$ cat config.mk
export PLATFORM = sky130hd
export DESIGN_NAME = mmu_tlb_flat
export DESIGN_NICKNAME = d
export VERILOG_FILES = /design/src/rtl/mmu_tlb_if.sv /design/src/rtl/mmu_tlb.sv /design/src/flat_wrapper.sv
export SDC_FILE = /design/constraint.sdc
export NUM_CORES = 1
export LEC_CHECK = 0
export BUFFER_PORTS_ARGS = -buffer_cell sky130_fd_sc_hd__buf_2
export CELL_PAD_IN_SITES_DETAIL_PLACEMENT = 1
export CELL_PAD_IN_SITES_GLOBAL_PLACEMENT = 2
export CORE_UTILIZATION = 45
export DETAILED_ROUTE_END_ITERATION = 8
export GPL_ROUTABILITY_DRIVEN = 0
export PLACE_DENSITY = 0.85
export SLEW_MARGIN = 20
export SYNTH_ARGS = -nofsm -noshare
export SYNTH_HDL_FRONTEND = slang
export SYNTH_SLANG_ARGS = --single-unit
$ cat constraint.sdc
create_clock -name clk -period 8.9 [get_ports clk]
set_clock_uncertainty 0.05 [all_clocks]
set_input_delay 0 -clock clk [delete_from_list [all_inputs] [get_ports clk]]
set_output_delay 0 -clock clk [all_outputs]
set_load 0.01 [all_outputs]
$ cat src/rtl/mmu_tlb_if.sv
// TLB port bundle between the MMU (master) and the translation cache (slave).
interface mmu_tlb_if #(
  parameter int VPN_W = 27,
  parameter int PPN_W = 44
);
  logic [VPN_W-1:0] tlb_addr;
  logic [PPN_W-1:0] tlb_rdata;
  logic             tlb_hit;
  logic [PPN_W-1:0] tlb_wdata;
  logic             tlb_update;
  logic             flush;
  logic             lookup_valid;
  logic [31:0]      hit_cnt;
  logic [31:0]      miss_cnt;

  modport master (
    output tlb_addr, tlb_wdata, tlb_update, flush, lookup_valid,
    input  tlb_rdata, tlb_hit, hit_cnt, miss_cnt
  );

  modport slave (
    input  tlb_addr, tlb_wdata, tlb_update, flush, lookup_valid,
    output tlb_rdata, tlb_hit, hit_cnt, miss_cnt
  );
endinterface

$ cat src/rtl/mmu_tlb.sv
// Fully-associative TLB with zero-latency lookup, round-robin refill and global flush.
// Optional hit/miss performance counters are built when TLB_PERF_EN is defined.
module mmu_tlb #(
  parameter int ENTRIES = 8,
  parameter int VPN_W   = 27,
  parameter int PPN_W   = 44
) (
  input  logic     clk,
  input  logic     rst_n,
  mmu_tlb_if.slave tlb
);
  localparam int IDX_W = $clog2(ENTRIES);

  logic [ENTRIES-1:0] r_valid;
  logic [VPN_W-1:0]   r_tag  [ENTRIES];
  logic [PPN_W-1:0]   r_data [ENTRIES];
  logic [IDX_W-1:0]   r_vptr;

  logic [ENTRIES-1:0] w_match;
  logic               w_any_match;
  logic               w_any_inval;
  logic [IDX_W-1:0]   w_match_idx;
  logic [IDX_W-1:0]   w_inval_idx;
  logic [IDX_W-1:0]   w_wr_idx;
  logic [PPN_W-1:0]   w_rdata;
  logic               w_wr;

  always_comb begin
    w_match     = '0;
    w_rdata     = '0;
    w_match_idx = '0;
    for (int i = 0; i < ENTRIES; i++) begin
      w_match[i] = r_valid[i] && (r_tag[i] == tlb.tlb_addr);
      if (w_match[i]) begin
        w_rdata     = w_rdata | r_data[i];
        w_match_idx = IDX_W'(i);
      end
    end
  end

  // Descending scan so the lowest-index free slot wins.
  always_comb begin
    w_inval_idx = '0;
    for (int i = ENTRIES - 1; i >= 0; i--) begin
      if (!r_valid[i]) w_inval_idx = IDX_W'(i);
    end
  end

  assign w_any_match = |w_match;
  assign w_any_inval = ~&r_valid;
  assign w_wr        = tlb.tlb_update && !tlb.flush;
  assign w_wr_idx    = w_any_match ? w_match_idx :
                       w_any_inval ? w_inval_idx : r_vptr;

  assign tlb.tlb_hit   = w_any_match && !tlb.flush;
  assign tlb.tlb_rdata = tlb.flush ? '0 : w_rdata;

  always_ff @(posedge clk or negedge rst_n) begin
    if (!rst_n) begin
      r_valid <= '0;
      r_vptr  <= '0;
    end else if (tlb.flush) begin
      r_valid <= '0;
      r_vptr  <= '0;
    end else if (w_wr) begin
      r_valid[w_wr_idx] <= 1'b1;
      if (!w_any_match && !w_any_inval) r_vptr <= r_vptr + IDX_W'(1);
    end
  end

  always_ff @(posedge clk) begin
    if (w_wr) begin
      r_tag[w_wr_idx]  <= tlb.tlb_addr;
      r_data[w_wr_idx] <= tlb.tlb_wdata;
    end
  end

`ifdef TLB_PERF_EN
  logic [31:0] r_hit_cnt;
  logic [31:0] r_miss_cnt;

  // Counters survive flush; only reset clears them.
  always_ff @(posedge clk or negedge rst_n) begin
    if (!rst_n) begin
      r_hit_cnt  <= '0;
      r_miss_cnt <= '0;
    end else if (tlb.lookup_valid && !tlb.flush) begin
      if (w_any_match) begin
        if (r_hit_cnt != 32'hFFFF_FFFF) r_hit_cnt <= r_hit_cnt + 32'd1;
      end else begin
        if (r_miss_cnt != 32'hFFFF_FFFF) r_miss_cnt <= r_miss_cnt + 32'd1;
      end
    end
  end

  assign tlb.hit_cnt  = r_hit_cnt;
  assign tlb.miss_cnt = r_miss_cnt;
`else
  logic w_unused_lookup;
  assign w_unused_lookup = tlb.lookup_valid;
  assign tlb.hit_cnt     = 32'h0;
  assign tlb.miss_cnt    = 32'h0;
`endif
endmodule
$ cat src/flat_wrapper.sv
// flat-port wrapper written by rule: the top's interface ports become plain ports
module mmu_tlb_flat 
#(
  parameter int ENTRIES = 8,
  parameter int VPN_W   = 27,
  parameter int PPN_W   = 44
)
  (clk, rst_n, tlb_tlb_addr, tlb_tlb_wdata, tlb_tlb_update, tlb_flush, tlb_lookup_valid, tlb_tlb_rdata, tlb_tlb_hit, tlb_hit_cnt, tlb_miss_cnt);
  mmu_tlb_if #(.VPN_W(VPN_W), .PPN_W(PPN_W)) tlb_i ();
  input  logic clk;
  input  logic rst_n;
  input wire logic [$bits(tlb_i.tlb_addr)-1:0] tlb_tlb_addr;
  input wire logic [$bits(tlb_i.tlb_wdata)-1:0] tlb_tlb_wdata;
  input wire logic [$bits(tlb_i.tlb_update)-1:0] tlb_tlb_update;
  input wire logic [$bits(tlb_i.flush)-1:0] tlb_flush;
  input wire logic [$bits(tlb_i.lookup_valid)-1:0] tlb_lookup_valid;
  output wire logic [$bits(tlb_i.tlb_rdata)-1:0] tlb_tlb_rdata;
  output wire logic [$bits(tlb_i.tlb_hit)-1:0] tlb_tlb_hit;
  output wire logic [$bits(tlb_i.hit_cnt)-1:0] tlb_hit_cnt;
  output wire logic [$bits(tlb_i.miss_cnt)-1:0] tlb_miss_cnt;
  assign tlb_i.tlb_addr = tlb_tlb_addr;
  assign tlb_i.tlb_wdata = tlb_tlb_wdata;
  assign tlb_i.tlb_update = tlb_tlb_update;
  assign tlb_i.flush = tlb_flush;
  assign tlb_i.lookup_valid = tlb_lookup_valid;
  assign tlb_tlb_rdata = tlb_i.tlb_rdata;
  assign tlb_tlb_hit = tlb_i.tlb_hit;
  assign tlb_hit_cnt = tlb_i.hit_cnt;
  assign tlb_miss_cnt = tlb_i.miss_cnt;
  mmu_tlb #(.ENTRIES(ENTRIES), .VPN_W(VPN_W), .PPN_W(PPN_W)) u_core (.clk(clk), .rst_n(rst_n), .tlb(tlb_i));
endmodule
# Word level (Yosys, flattened, before mapping)
# Memories as Yosys holds them, arrays and structs flattened.
# Index checks and enable logic that the tools add are counted.
# W data, S select, Z words.
# classes
muxes,35
magnitude_cmp,2
n_eq_ne,8
n_addsub,1
reduce_logical,19
n_bitwise,8
# op_table
cell,n
$mux W44,9
$or A44 B44 Y44,7
$eq A27 B27 Y1,8
$mux W3,19
$mux W8,2
$logic_and A1 B1 Y1,12
$or A8 B8 Y8,1
$reduce_and A8 Y1,1
$reduce_or A8 Y1,1
$lt A3 B4 Y1 const B,1
$mux W1,4
$reduce_bool A2 Y1,2
$add A3 B1 Y3 const B,1
$demux W1 S3,1
$ge A3 B1 Y1 const B,1
$logic_not A1 Y1,2
$reduce_and A2 Y1,1
# word_totals
register_bits,11
out_inout_bits,109
n_memories,2
mem_bits_rw,568
elab_cells,77
inputBits,76
# memory_table
name,words,word_bits,read_ports,rd_clocked_by_memory_dff,write_ports,line,rtl
u_core.r_data,8,44,8,0,1,mmu_tlb.sv:16,logic [PPN_W-1:0] r_data [ENTRIES];
u_core.r_tag,8,27,8,0,1,mmu_tlb.sv:15,logic [VPN_W-1:0] r_tag [ENTRIES];

# Longest topological paths before layout
# Gate-level depths: netlist of run 1.
# An unclocked memory read counts as a cell.
# logic_depth
word_depth,19
ltp_mapped,10
ltp_nobuf,8

# Worst setup path after synthesis of run 1
# No wires, ideal clock.
# synth_timing
kind,reg2reg
from,memory u_core.r_tag[4][14]
to,"memory u_core.r_data[4][0], enable pin"
synth_period_minus_slack_ps,5810
n_path_buf,1
setup_slack_ps,3090
required_time_ps,8350
setup_ps,500
arrival_time_ps,5260
path_stages_with_launch,10
cell_sequence,edfxtp_1 > xor2_1 > nor4_1 > nand3_1 > nor4_2 > buf_4 > nor2_2 > a221o_1 > or3_4 > nor2_1
# synth_lines
item,line
from (decl),mmu_tlb.sv:15
to (decl),mmu_tlb.sv:16

==> results by group, run 1 <==
Global routing
  – Largest net degree at the start of global routing: 64
  – GRT overflow: 0
  – First-pass GRT wire length: 85.6 mm
  – GRT Util Overall: 22.8%
  – Vias in the first global route: 13500
  – Antenna violations before repair: 2

Power and ir drop
  – Pwr Density: between 200 and 250 nW/um^2
  – Peak VDD IR: 166 uV
  – Final Power: 5.56 mW
  – Leakage: approximately 8.4 nW

Route
  – Met1 WL: 23.5 mm
  – DRC: 0
  – Top Layer Used: met5
  – Vias per cell: 5.75
  – Routed wire length per instance: ~27 um
  – DR pass1 iterations: 5
  – Met2 routed WL: 30.4 mm
  – Via count: 12600
  – Met3 wire len: around 3.0 mm
  – Drt total wl: 58.4 mm
  – Initial DRC Count: 889
  – Antenna-violating nets left: 0

Timing
  – Fin Setup TNS: 0 ns
  – Slew of the pin with the lowest slew margin: 1.07 ns
  – Endpoints failing setup: 0
  – Worst relative slew slack: 28.6%
  – RSZ-0062 raised after global routing: no
  – Tmin final: approximately 5.9 ns
  – Fmax: around 170 MHz
  – Fin. Hold Viols: 0
  – Fin crit share: 65.9%
  – Setup ws final: 3.03 ns
  – Slew Viols, Final: 0

Critical path
  – CP max FO: 46
  – Critical path type: reg -> reg
  – Critical Path Source: u_core.r_tag[4][14]
  – Worst flop-to-flop path endpoint: u_core.r_tag[5][9]
  – R2R Setup Slk: 3.03 ns
  – CP endpoint: u_core.r_tag[5][9]
  – Crit path capture type: flip-flop
  – Arr. time, crit path: 6.05 ns
  – Worst path required time: roughly 9.1 ns
  – Startpoint Class: flip-flop
  – FF-to-FF Start: u_core.r_tag[4][14]
  – R2R depth: 10

Final layout
  – Share of cells above drive strength 1: 15.1%
  – Area grow syn2layout: 15.6%
  – Final nets: between 1500 and 2000
  – Util after Layout: between 50% and 60%
  – Post-layout instance area: 26300 sq um

Synth
  – Cell Area, Synth: 22700 sq um
  – Synth unique cells: 47
  – Synthesized instance count: 1292
  – Sequential-to-total area share from yosys stat: 76.3%
  – Ys async rst share: about 1.9%
  – Synth Flop Type: edfxtp_1
  – Post-synth EDFFs: 568
  – Synthesized flop and latch total: 579
  – Synth Warn #: 0
  – Mean Syn Cell Area: around 18 sq um

Placement
  – Post-DP Area: 23800 sq um
  – HPWL after detailed placement: between 30 and 40 mm
  – Port Buffer Count: 119
  – Worst slack at placement: 3.05 ns

Clock tree
  – TritonCTS buffer count: 57
  – CTS tree: done
  – Reg clk slew, reported paths: 0.06 ns
  – CTS sink count: a little under 600
  – Clock tree buffer depth: 3
  – PostCTS Resize Cnt: 0
  – Clk_lat worst skew: 0.63 ns
  – CTS H-tree lvls: 2
  – Clock Tree Root: clkbuf_16

Status
  – Status: completed

Floorplan
  – Die ar.: between 50000 and 60000 sq um
  – Core footprint: roughly 49000 sq um
  – Starting density of the core: 46.0%
  – Die Y: 227 um
  – Die width: between 200 and 250 um
  – FP Rows: 81
  – Top-Level Pins: 185

Worst hold path
  – Class of the worst hold path: in -> reg

Job
  – Max_cap viols: 0
==> through the flow <==
stage / instances / hold slack [ns]
after global routing: 2198 / 0.0426
final: 2198 / 0.0515
after detailed placement: 2021 / -0.158
after global placement: 2020 / -0.162
after floorplan: 1355 / -0.346
after CTS: 2197 / 0.0211
==> how the worst min path moves through the flow <==
stage                   start                 to  slack [ns]  depth (start not counted)
floorplan               rst_n  u_core.r_valid[0]       -0.35                          0
global placement        rst_n  u_core.r_valid[4]       -0.16                          1
detailed placement      rst_n  u_core.r_valid[4]       -0.16                          1
CTS                 tlb_flush   u_core.r_vptr[2]        0.02                          3
global route        tlb_flush   u_core.r_vptr[2]        0.04                          3
finish              tlb_flush   u_core.r_vptr[2]        0.05                          3
==> worst max-delay path, cell delays in order, from the launching register on <==
cell	delay, ns
edfxtp_1	0.38
xor2_1	0.17
nor4_1	0.42
nand3_1	0.31
nor4_4	0.88
buf_4	0.62
a311oi_1	0.11
a221o_1	0.47
or3_4	0.48
nor2_4	0.82
buf_4	0.69
==> registers in the layout, summed over array words and instances, names as in the netlist <==
register and count:
u_core.r_data 352, u_core.r_tag 216, u_core.r_valid 8, u_core.r_vptr 3
==> timing repair <==
item / CTS / global route
hold endpoints to repair: 588 / 0
setup buffers: 0 / 0
hold buffers: 74 / 0
==> cell families (layout without fill, tap and decap cells) <==
logic type               count (synthesis)  in the layout  synth area share [%]
multiplexers                             1              1                0.0441
AO/OA/AOI/OAI                          242            242                  8.31
adder cells (fa/ha/maj)                  1              1                0.0551
buffers and inverters                  141            319                  3.89
other                                    1             65                0.0165
AND/OR/NAND/NOR                        109            109                  2.97
XOR/XNOR                               218            218                  8.41
flip-flops                             579            579                  76.3
==> cells in the mapped netlist, types with 9 or more instances <==
library cell    n  share of area [%]
dfrtp_1        11                1.2
xnor2_1       120                4.6
xor2_1         98                3.8
buf_2          26               0.57
a22oi_1        88                2.9
nand4_1        36               0.99
nor4_1         31               0.85
buf_6           9               0.45
buf_4          68                2.2
buf_1          10               0.17
nor2_1         12               0.20
clkbuf_1       23               0.38
a221oi_1       44                1.7
a22o_1         44                1.7
a31oi_1        45                1.2
edfxtp_1      568                 75
==> layout by cell type (no fill, tap or decap), drive strengths merged, types with 2 or more instances in the layout <==
cell         instances
and3                 3
a22o                44
nor4                35
a31oi               45
nand3                5
o2bb2ai              4
nor3                 2
buf                138
o22ai                2
a221oi              44
nand2                5
a21boi               2
a22oi               88
nand4               36
clkinv              29
inv                  7
a211oi               2
o211ai               2
o21ai                2
bufinv               2
clkbuf              68
dlygate4sd3         74
a32o                 2
edfxtp             568
nor2                13
xor2                98
xnor2              120
conb                64
nor2b                2
or4                  2
dfrtp               11
or2                  2
==> where the power goes <==
group	leakage, nW	internal (mW)	switching (mW)
Sequential	5.28	3.03	0.0132
Combinational	2.32	0.0740	0.157
Clock	0.846	1.25	1.03
==> layout make-up <==
cell class | count | area, sq um
Inverter | 5 | 18.8
Clock inverter | 34 | 255
Sequential cell | 579 | 17300
Tap cell | 664 | 831
Fill cell | 4596 | 23100
Timing Repair Buffer | 212 | 1490
Clock buffer | 68 | 1490
Antenna cell | 1 | 2.50
Multi-Input combinational cell | 635 | 4840
==> metal layers <==
layer	track usage [%]	vias to the layer above
met4	7.30	2
met1	28.4	6669
met2	40.3	474
met3	3.74	102
met5	0	-
li1	-	5394
Note: power is estimated with default switching activity, not from simulation.
==> run 2: changes to the inputs <==
--- a/config.mk
+++ b/config.mk
@@ -5,13 +5,14 @@
 export SDC_FILE = /design/constraint.sdc
 export NUM_CORES = 1
 export LEC_CHECK = 0
+export ABC_AREA = 1
 export BUFFER_PORTS_ARGS = -buffer_cell sky130_fd_sc_hd__buf_2
 export CELL_PAD_IN_SITES_DETAIL_PLACEMENT = 1
 export CELL_PAD_IN_SITES_GLOBAL_PLACEMENT = 2
-export CORE_UTILIZATION = 45
+export CORE_UTILIZATION = 41
 export DETAILED_ROUTE_END_ITERATION = 8
 export GPL_ROUTABILITY_DRIVEN = 0
-export PLACE_DENSITY = 0.85
+export PLACE_DENSITY = 0.86
 export SLEW_MARGIN = 20
 export SYNTH_ARGS = -nofsm -noshare
 export SYNTH_HDL_FRONTEND = slang
==> constraint.sdc (replaced) <==
create_clock -name clk -period 6.1 [get_ports clk]
set_clock_uncertainty 0.05 [all_clocks]
set_input_delay 0 -clock clk [delete_from_list [all_inputs] [get_ports clk]]
set_output_delay 0 -clock clk [all_outputs]
set_load 0.01 [all_outputs]
==> results by group, run 2 <==
Power and ir drop
  – Pwr Density: 290 nW/um^2 (+37%)
  – Pint: 6.50 mW (+49%)
  – Leakage: 11.6 nW (+37%)
  – Combinational power share: 4.7% (+0.5 points)
  – Seq pwr share: 53.1% (-1.7 points)
  – Sw Pwr: 1.87 mW (+56%)
  – Clock group share of total power: 42.2% (+1.2 points)
  – Peak VDD IR: 441 uV (+170%)
  – Switching Share: 22.3% (+0.73 points)

Route
  – Initial DRC Count: 1147 (+29%)
  – Vias per cell: 5.16 (-10%)
  – DRC: 0 (unchanged)
  – DR pass1 iterations: 5 (unchanged)
  – Via count: 16700 (+32%)
  – Drt total wl: 72.0 mm (+23%)
  – Routed wire length per instance: 22.3 um (-16%)
  – Antenna-violating nets left: 0 (unchanged)

Timing
  – Tmin final: ~4.3 ns
  – Fin. Hold Viols: 0 (unchanged)
  – Slew Viols, Final: 0 (unchanged)
  – Slew of the pin with the lowest slew margin: 0.933 ns (-0.136 ns)
  – RSZ-0062 raised after global routing: no
  – Final hold slack: 0.0698 ns (+0.0182 ns)
  – Endpoints failing setup: 0 (unchanged)
  – Worst relative slew slack: 37.7% (+9.1 points)
  – Fin crit share: 70.0%
  – Fmax: 234 MHz
  – Fin Setup TNS: 0 ns (unchanged)

Synth
  – Synthesized flop and latch total: 579 (unchanged)
  – Synth unique cells: 29 (-38%)
  – Largest family of logic cells by synthesized area: simple AND/OR/NAND/NOR gates
  – Most common cell in the synthesized netlist: nand2_1
  – Top cell type's share of synthesized area: 68.2% (-6.9 points)
  – Synth Warn #: 0 (unchanged)
  – Ys async rst share: 1.90% (unchanged)
  – Synth Area in Adders: 0.0500% (-0.0050 points)
  – Post-synth EDFFs: 568 (unchanged)
  – Synth Flop Type: edfxtp_1
  – Main area contributors after synthesis: edfxtp_1 68%, nand2_1 9.6%, a22o_1 6.2%
  – Mux cell area share after synthesis: 0% (-0.044 points)
  – Mean Syn Cell Area: 11.4 sq um (-35%)
  – Post-synthesis compound-gate area fraction: 7.52% (-0.80 points)
  – Synth Area in Simple Gates: 14.4% (+11 points)
  – Area leader, netlist: edfxtp_1
  – Cell Area, Synth: 25000 sq um (+10%)
  – Xor/xnor cell area share of the yosys netlist: 1.37% (-7.0 points)
  – Sequential-to-total area share from yosys stat: 69.3% (-7.0 points)
  – Most frequent cells after synthesis: 642 x nand2_1, 568 x edfxtp_1, 249 x inv_1
  – Synthesized instance count: 2189 (+69%)

Status
  – Status: completed

Placement
  – HPWL after detailed placement: 43.8 mm (+42%)
  – Port Buffer Count: 119 (unchanged)

Final layout
  – Highest-count cells in the layout ignoring fill and taps: 642 x nand2_1, 568 x edfxtp_1, 245 x nor2_1
  – Final nets: 2478 (+58%)
  – Largest register FFs: 352 (unchanged)
  – Regs by FF count: u_core.r_data: 352 flops, u_core.r_tag: 216 flops, u_core.r_valid: 8 flops
  – Share of cells above drive strength 1: 10.6% (-4.5 points)
  – Biggest register: u_core.r_data
  – Area grow syn2layout: 15.4%
  – Commonest non-fill, non-tap cell in the layout: nand2_1

Critical path
  – Worst flop-to-flop path endpoint: u_core.r_data[1][22]
  – Critical Path Source: tlb_tlb_addr[17]
  – R2R depth: 14 (+4)
  – Startpoint Class: input port
  – CP max FO: 38 (-17%)
  – Crit path capture type: flip-flop
  – Worst path required time: 6.42 ns (-2.66 ns)
  – Arr. time, crit path: 4.59 ns (-1.46 ns)
  – Critical path type: in -> reg
  – R2R Setup Slk: 1.88 ns (-1.15 ns)
  – CP endpoint: u_core.r_data[1][22]
  – FF-to-FF Start: u_core.r_valid[1]

Clock tree
  – PostCTS Resize Cnt: 0 (unchanged)
  – CTS tree: done
  – Postcts setup bufs: 0 (unchanged)
  – TritonCTS buffer count: 61 (+7.0%)
  – Clk_lat worst skew: 0.66 ns (+0.03 ns)
  – CTS sink count: 579 (unchanged)
  – Reg clk slew, reported paths: 0.06 ns (about the same)
  – Clock Tree Root: clkbuf_16
  – Hold Buf Count CTS: 74 (unchanged)
  – Clock tree buffer depth: 3 (unchanged)
  – CTS H-tree lvls: 2 (unchanged)

Floorplan
  – Die Y: 249 um (+9.8%)
  – Die ar.: 62000 sq um (+21%)
  – Die width: 249 um (+9.8%)
  – Starting density of the core: 41.4% (-4.6 points)
  – Core footprint: 60400 sq um (+22%)
  – Top-Level Pins: 185 (unchanged)
  – FP Rows: 90 (+11%)

Worst hold path
  – Hold Path Origin: tlb_flush
  – Class of the worst hold path: in -> reg

Global routing
  – GRT overflow: 0 (unchanged)
  – GRT Util Overall: 23.2% (+0.41 points)
  – First-pass GRT wire length: 108 mm (+26%)
  – Vias in the first global route: 17900 (+33%)
  – Largest net degree at the start of global routing: 51 (-20%)
  – Antenna violations before repair: 3 (+1)

Job
  – Max_cap viols: 0 (unchanged)
==> run 2: cell count changes after synthesis, sizes merged, moves of 18 or more <==
cell	change
xor2	-96
a22o	+132
a21oi	+47
a221oi	-44
a22oi	-88
nor2	+243
xnor2	-83
nand4	-30
clkbuf	-18
a31oi	-44
nand2	+640
nor4	-35
inv	+266
==> run 2: worst min path at each step <==
| stage | end | depth (start not counted) |
|---|---|---|
| global route | u_core.r_valid[7] | 4 |
| CTS | u_core.r_valid[7] | 4 |
| global placement | u_core.r_valid[6] | 1 |
| detailed placement | u_core.r_valid[2] | 1 |
| finish | u_core.r_valid[7] | 4 |
| floorplan | u_core.r_valid[0] | 0 |
==> run 2: cell type report <==
type,count,area (sq um)
Antenna cell,2,5.00
Clock buffer,76,1580
Clock inverter,35,298
Fill cell,6402,31500
Inverter,272,1030
Multi-Input combinational cell,1273,6090
Sequential cell,579,17300
Tap cell,782,978
Timing Repair Buffer,214,1540
==> run 2: cell families (layout without fill, tap and decap cells) <==
kind of cell	count (synthesis)	in the layout
buffers and inverters	400	597
xor gates and xnor gates	39	39
adders and majority gates	1	1
and+or+nand+nor	928	928
AOI/OAI and AO/OA	241	241
other	1	66
DFF	579	579
==> run 2: metrics by stage <==
stage	utilization [%]	cell area (sq um)	setup slack, ns	total power [mW]	instances
finish	47.8	28900	1.83	8.37	3233
global route	47.8	28900	1.51	8.58	3233
CTS	47.8	28900	1.79	8.41	3231
detailed placement	43.5	26200	1.73	4.88	3046
global placement	43.5	26200	1.82	4.86	3046
floorplan	-	25200	1.17	4.74	2252
==> run 2: critical path: stages <==
cell and delay (ns):
dlygate4sd3_1 0.53, buf_2 0.40, inv_2 0.22, nand2_1 0.10
nand2_1 0.05, inv_1 0.04, nand2_1 0.05, nor2_1 0.34
nand3_1 0.20, nor2_4 0.65, nor2_1 0.16, nand2_1 0.13
nor2_2 0.07, nor2_1 0.11, nand2_2 0.10, nand3_1 0.15
clkinv_2 0.73, buf_12 0.51
==> run 2: per-layer routing <==
metal	wire, um	GRT usage, %	vias up
met1	30100	28.8	8512
met4	1580	7.15	2
met3	3490	3.21	112
met2	36800	41.7	434
met5	12	0	-
li1	-	-	7637
==> run 2: power groups by stage <==
stage                     registers, mW  clock network (mW)  logic (mW)
final                              4.45                3.53       0.390
after global routing               4.45                3.71       0.428
after CTS                          4.45                3.57       0.394
after detailed placement           4.53                   0       0.351
after global placement             4.52                   0       0.336
after floorplan                    4.53                   0       0.212
